--- src/rtl/count_ones.sv ---
// Registered population counter: pairwise adder tree over in_s,
// saturated to CNT_W bits, one output register stage.
module count_ones #(
  parameter int WIDTH = 16,
  parameter int CNT_W = 4
) (
  input  logic             clk,
  input  logic             rst_n,
  input  logic [WIDTH-1:0] in_s,
  output logic [CNT_W-1:0] n_one,
  output logic             n_sat
);

  localparam int CW   = $clog2(WIDTH + 1);
  localparam int LVLS = $clog2(WIDTH);
  localparam int P    = 1 << LVLS;
  localparam int MAXV = (1 << CNT_W) - 1;

  logic [CW-1:0]    w_true_cnt;
  logic             w_sat;
  logic [CNT_W-1:0] w_one;
  logic [CNT_W-1:0] r_one;
  logic             r_sat;

  // In-place tree: pass k folds pairs (2i, 2i+1) into slot i.
  always_comb begin
    logic [CW-1:0] t [P];
    int n;
    for (int i = 0; i < P; i++) begin
      t[i] = '0;
    end
    for (int i = 0; i < WIDTH; i++) begin
      t[i] = {{(CW-1){1'b0}}, in_s[i]};
    end
    n = P;
    for (int k = 0; k < LVLS; k++) begin
      n = n / 2;
      for (int i = 0; i < P / 2; i++) begin
        if (i < n) begin
          t[i] = t[2*i] + t[2*i+1];
        end
      end
    end
    w_true_cnt = t[0];
  end

  assign w_sat = (int'(w_true_cnt) > MAXV);
  assign w_one = w_sat ? {CNT_W{1'b1}} : CNT_W'(w_true_cnt);

  always_ff @(posedge clk or negedge rst_n) begin
    if (!rst_n) begin
      r_one <= '0;
      r_sat <= 1'b0;
    end else begin
      r_one <= w_one;
      r_sat <= w_sat;
    end
  end

  assign n_one = r_one;
  assign n_sat = r_sat;

endmodule

--- config.mk ---
export PLATFORM = sky130hd
export DESIGN_NAME = count_ones
export DESIGN_NICKNAME = d
export VERILOG_FILES = /design/src/rtl/count_ones.sv
export SDC_FILE = /design/constraint.sdc
export NUM_CORES = 1
export LEC_CHECK = 0
export CORE_MARGIN = 2
export CORE_UTILIZATION = 40
export DETAILED_ROUTE_END_ITERATION = 8
export PLACE_DENSITY = 0.82
export SLEW_MARGIN = 20
export SYNTH_ARGS = -nofsm -noshare
export SYNTH_HDL_FRONTEND = slang
export SYNTH_SLANG_ARGS = --single-unit
--- constraint.sdc ---
create_clock -name clk -period 0.8 [get_ports clk]
set_input_delay 0.16 -clock clk [delete_from_list [all_inputs] [get_ports clk]]
set_output_delay 0.16 -clock clk [all_outputs]
set_load 0.05 [all_outputs]
Word-level counts from Yosys, hierarchy flattened
Index checks and enable logic that the tools add are counted.
- $add $sub $neg: 15
- $lt $le $gt $ge: 1
- muxes and demuxes: 1
- operator list (cell ; number):
    adder 1 x 1 -> 2 bit ; 8
    adder 2 x 2 -> 3 bit ; 4
    adder 3 x 3 -> 4 bit ; 2
    adder 4 x 4 -> 5 bit ; 1
    greater-than comparator 5 x 4 -> 1 bit (second input constant) ; 1
    two-way mux 4 bit ; 1
- register bits after elaboration: 5
- input port bits: 18
- output and inout port bits: 5
- logic and storage cells: 19

Logic depth before layout (Yosys ltp)
- depth in word-level cells: 6
- depth in mapped cells: 12
- depth with buffers taken out: 12

Worst setup path before layout
No wires, ideal clock.
- kind: input -> register
- from: in in_s[0]
- to: reg r_one[2], in the netlist n_one[2]
- setup time: 126 ps
- arrival time: 3123 ps
- data required time: 674 ps
- slack: -2449 ps
- cell stages on the path: 11
- buffers on the path: 0
- cells stage by stage: inv_1 -> fa_1 -> fa_1 -> fa_1 -> fa_1 -> inv_1 -> ha_1 -> fa_1 -> and2_4 -> o21ai_4 -> o21ai_1
- cells in the longest elaborated chain, start to end: 6
- ends and longest elaborated chain (element ; line ; RTL):
    start: declaration ; 9 ; input logic [WIDTH-1:0] in_s,
    adder 1 x 1 -> 2 bit (*) ; 40 ; t[i] = t[2*i] + t[2*i+1];
    adder 2 x 2 -> 3 bit (*) ; 40 ;
    adder 3 x 3 -> 4 bit (*) ; 40 ;
    adder 4 x 4 -> 5 bit (*) ; 40 ;
    greater-than comparator 5 x 4 -> 1 bit ; 47 ; assign w_sat = (int'(w_true_cnt) > MAXV);
    two-way mux 4 bit (*) ; 48 ; assign w_one = w_sat ? {CNT_W{1'b1}} : CNT_W'(w_true_cnt);
    named net w_one[2] ; 21 ; logic [CNT_W-1:0] w_one;
    end signal: assignment ; 55 ; r_one <= w_one;
    end: declaration ; 22 ; logic [CNT_W-1:0] r_one;
The timed path passes the listed nets; every way through them passes the cells marked *.

Final worst setup path
- from: in in_s[13]
- to: reg r_one[3], in the netlist n_one[3]
Same word-level chain as after synthesis.

==> metrics.md <==
| Metric | Value |
|---|---|
| Core Box Area | `approximately 1300 um2` |
| WHS | `between 0.1 and 0.15 ns` |
| ANT nets after route | `0` |
| Util after Layout | `about two thirds` |
| Fillers | `approximately 110` |
| PwrDens | `around 3400 nW/um2` |
| Die Width | `roughly 41 um` |
| VDD IR max | `2300 uV` |
| Pre-CTS WS | `-2.97 ns` |
| Initial antenna violation count | `0` |
| Wire per inst | `roughly 10 um` |
| DP HPWL | `804 um` |
| Number of diodes | `0` |
| Register area share after synthesis | `a little under a quarter` |
| Vias in the first global route | `between 400 and 500` |
| Max FO, Critical Path | `2` |
| Root buffer cell | `clkbuf_4` |
| DIE AREA | `~1700 um2` |
| Vias per cell | `around 4.4` |
| Final hold violation count | `0` |
| Worst path bufs/invs | `4` |
| Post-layout min period | `around 3.2 ns` |
| Leakage | `0.478 nW` |
| Initial Util | `between 40% and 50%` |
| DRT iter0 DRCs | `5` |
| Register area | `~130 um2` |
| Most frequent cells in the layout | `inv_1 (20), fa_1 (9), clkdlybuf4s50_1 (8), buf_2 (6)` |
| Worst Hold Class | `in -> async` |
| # clock sinks | `5` |
| Total GRT Usage | `13.2%` |
| Total number of vias | `425` |
| Cells after synthesis | `52` |
| Slew of the pin with the lowest slew margin | `between 0.2 and 0.25 ns` |
| Rel. slew slack | `a little under nine tenths` |
| Clk pin slew, worst setup/hold paths | `roughly 0.050 ns` |
| I/O Pins | `23` |
| DP Cell Count | `just over 90` |
| CP dominant cell by count | `fa_1` |
| Final setup TNS | `-12.43 ns` |
| Layout cells sized above 1 | `between 30% and 40%` |
| Setup Crit Path Kind | `in -> reg` |
| Syn-to-layout area delta | `62.0%` |
| CTS H-tree lvls | `1` |
| Placed inst area | `867 um2` |
| Fin crit share | `396%` |
| Final setup violation count | `10` |
| Multi-input gate area | `~370 um2` |
| # DRC | `0` |
| CP top delay family | `adder cells` |
| Std-Cell Rows | `13` |
| Crit-path slowest cell | `fa_1` |
| Design area | `around 890 um2` |
| Required time worst endpoint | `a little over 0.9 ns` |
| DR pass1 iterations | `4` |
| Tot Pwr | `slightly above 3 mW` |
| Global-route wire length before repair | `about 1400 um` |
| Maximum clock insertion buffer count | `2` |
| Failing checks | `setup timing` |
| Largest net degree at the start of global routing | `6` |
| GP Congestion | `around 0.65` |
| CTS tree | `done` |
| Status | `finished with violations` |
| Commonest non-fill, non-tap cell in the layout | `inv_1` |
| Arrival @ worst endpoint | `~3.3 ns` |
| Max cap viols | `0` |
| Final worst slack | `-2.37 ns` |
| IO buf count | `22` |
| Yosys warns | `0` |
| GR Overflow Total | `0` |
| Library cells used by synthesis | `13` |
| Crit-path cells | `buf_6 -> fa_1 -> inv_1 -> fa_1 -> fa_1 -> fa_1 -> inv_2 -> ha_4 -> fa_2 -> buf_4 -> nor3b_2 -> a31oi_1` |
| Max Freq | `about 0.32 GHz` |
| Nets@finish | `approximately 120` |
| Crit. End Element | `flop` |
| Post-Route WL | `about 1000 um` |
| Final Non-Filler Cells | `97` |
| RSZ-0062 raised after global routing | `yes` |
| Slowest cell delay on critical path | `0.54 ns` |
| Mapped cell area | `551 um2` |
| # hold bufs at CTS | `0` |
| Syn_area_per_cell | `between 10 and 15 um2` |
| Register bit total from synthesis | `5` |
| Post-Syn Nets | `85` |
| Die Y | `41.1 um` |
| Max Transition Viols Final | `0` |
| Num CTS Buffers | `3` |
| Setup crit start kind | `primary input` |
Yosys cell counts:
cell,instances,area share [%]
fa_1,10,36
a211oi_2,1,2.3
dfrtp_1,5,23
a21o_1,1,1.4
inv_1,22,15
o21ai_1,1,0.91
nand2b_1,2,2.3
and2_4,1,1.6
nor2_1,1,0.68
o21ai_4,1,3.0
nor3b_1,1,1.4
ha_1,5,11
a31oi_1,1,1.1
cells by family (layout without fill, tap and decap cells):
kind of cell,Yosys count,in the layout,share of synthesized area (%)
flops,5,5,22.7
compound gates,5,5,8.64
buf+inv,22,52,15.0
fa+ha+maj,15,15,47.7
simple gates,5,5,5.91
path summary, 6_finish.rpt:
kind | depth (start not counted) | from | slack, ns | endpoint
hold / removal | 1 | rst_n | 0.13 | n_one[1]
min in group clk | 3 | in_s[2] | 0.68 | n_one[0]
setup / recovery | 12 | in_s[13] | -2.37 | n_one[3]
max in group asynchronous | 1 | rst_n | 0.48 | n_sat
final cells by class:
| class | instances | area share, % |
|---|---|---|
| inverter | 22 | 9.26 |
| timing repair buffer | 26 | 30.6 |
| clock buffer | 4 | 2.95 |
| sequential | 5 | 14.0 |
| tap | 15 | 2.10 |
| multi-input combinational | 25 | 41.1 |
power breakdown:
group | internal (mW) | switching (mW)
clock | 0.189 | 0.104
combinational | 1.18 | 1.09
sequential | 0.379 | 0.0859
routing by layer:
layer  wire (um)  up-vias  track usage [%]
li1            -      207                -
met1         347      195             12.2
met2         588       21             23.4
met3          59        2             3.26
met4          17        0             12.1
met5           0        -                0
state kept, by name (all words and copies together), names as in the netlist:
signal,cells
n_sat,1
n_one,4
timing repair:
action / CTS / global route
pin swaps: 11 / 7
setup buffers: 1 / 0
gates resized for setup: 33 / 4
endpoints found under the setup margin: 10 / 10
(Power assumes the default switching activity.)
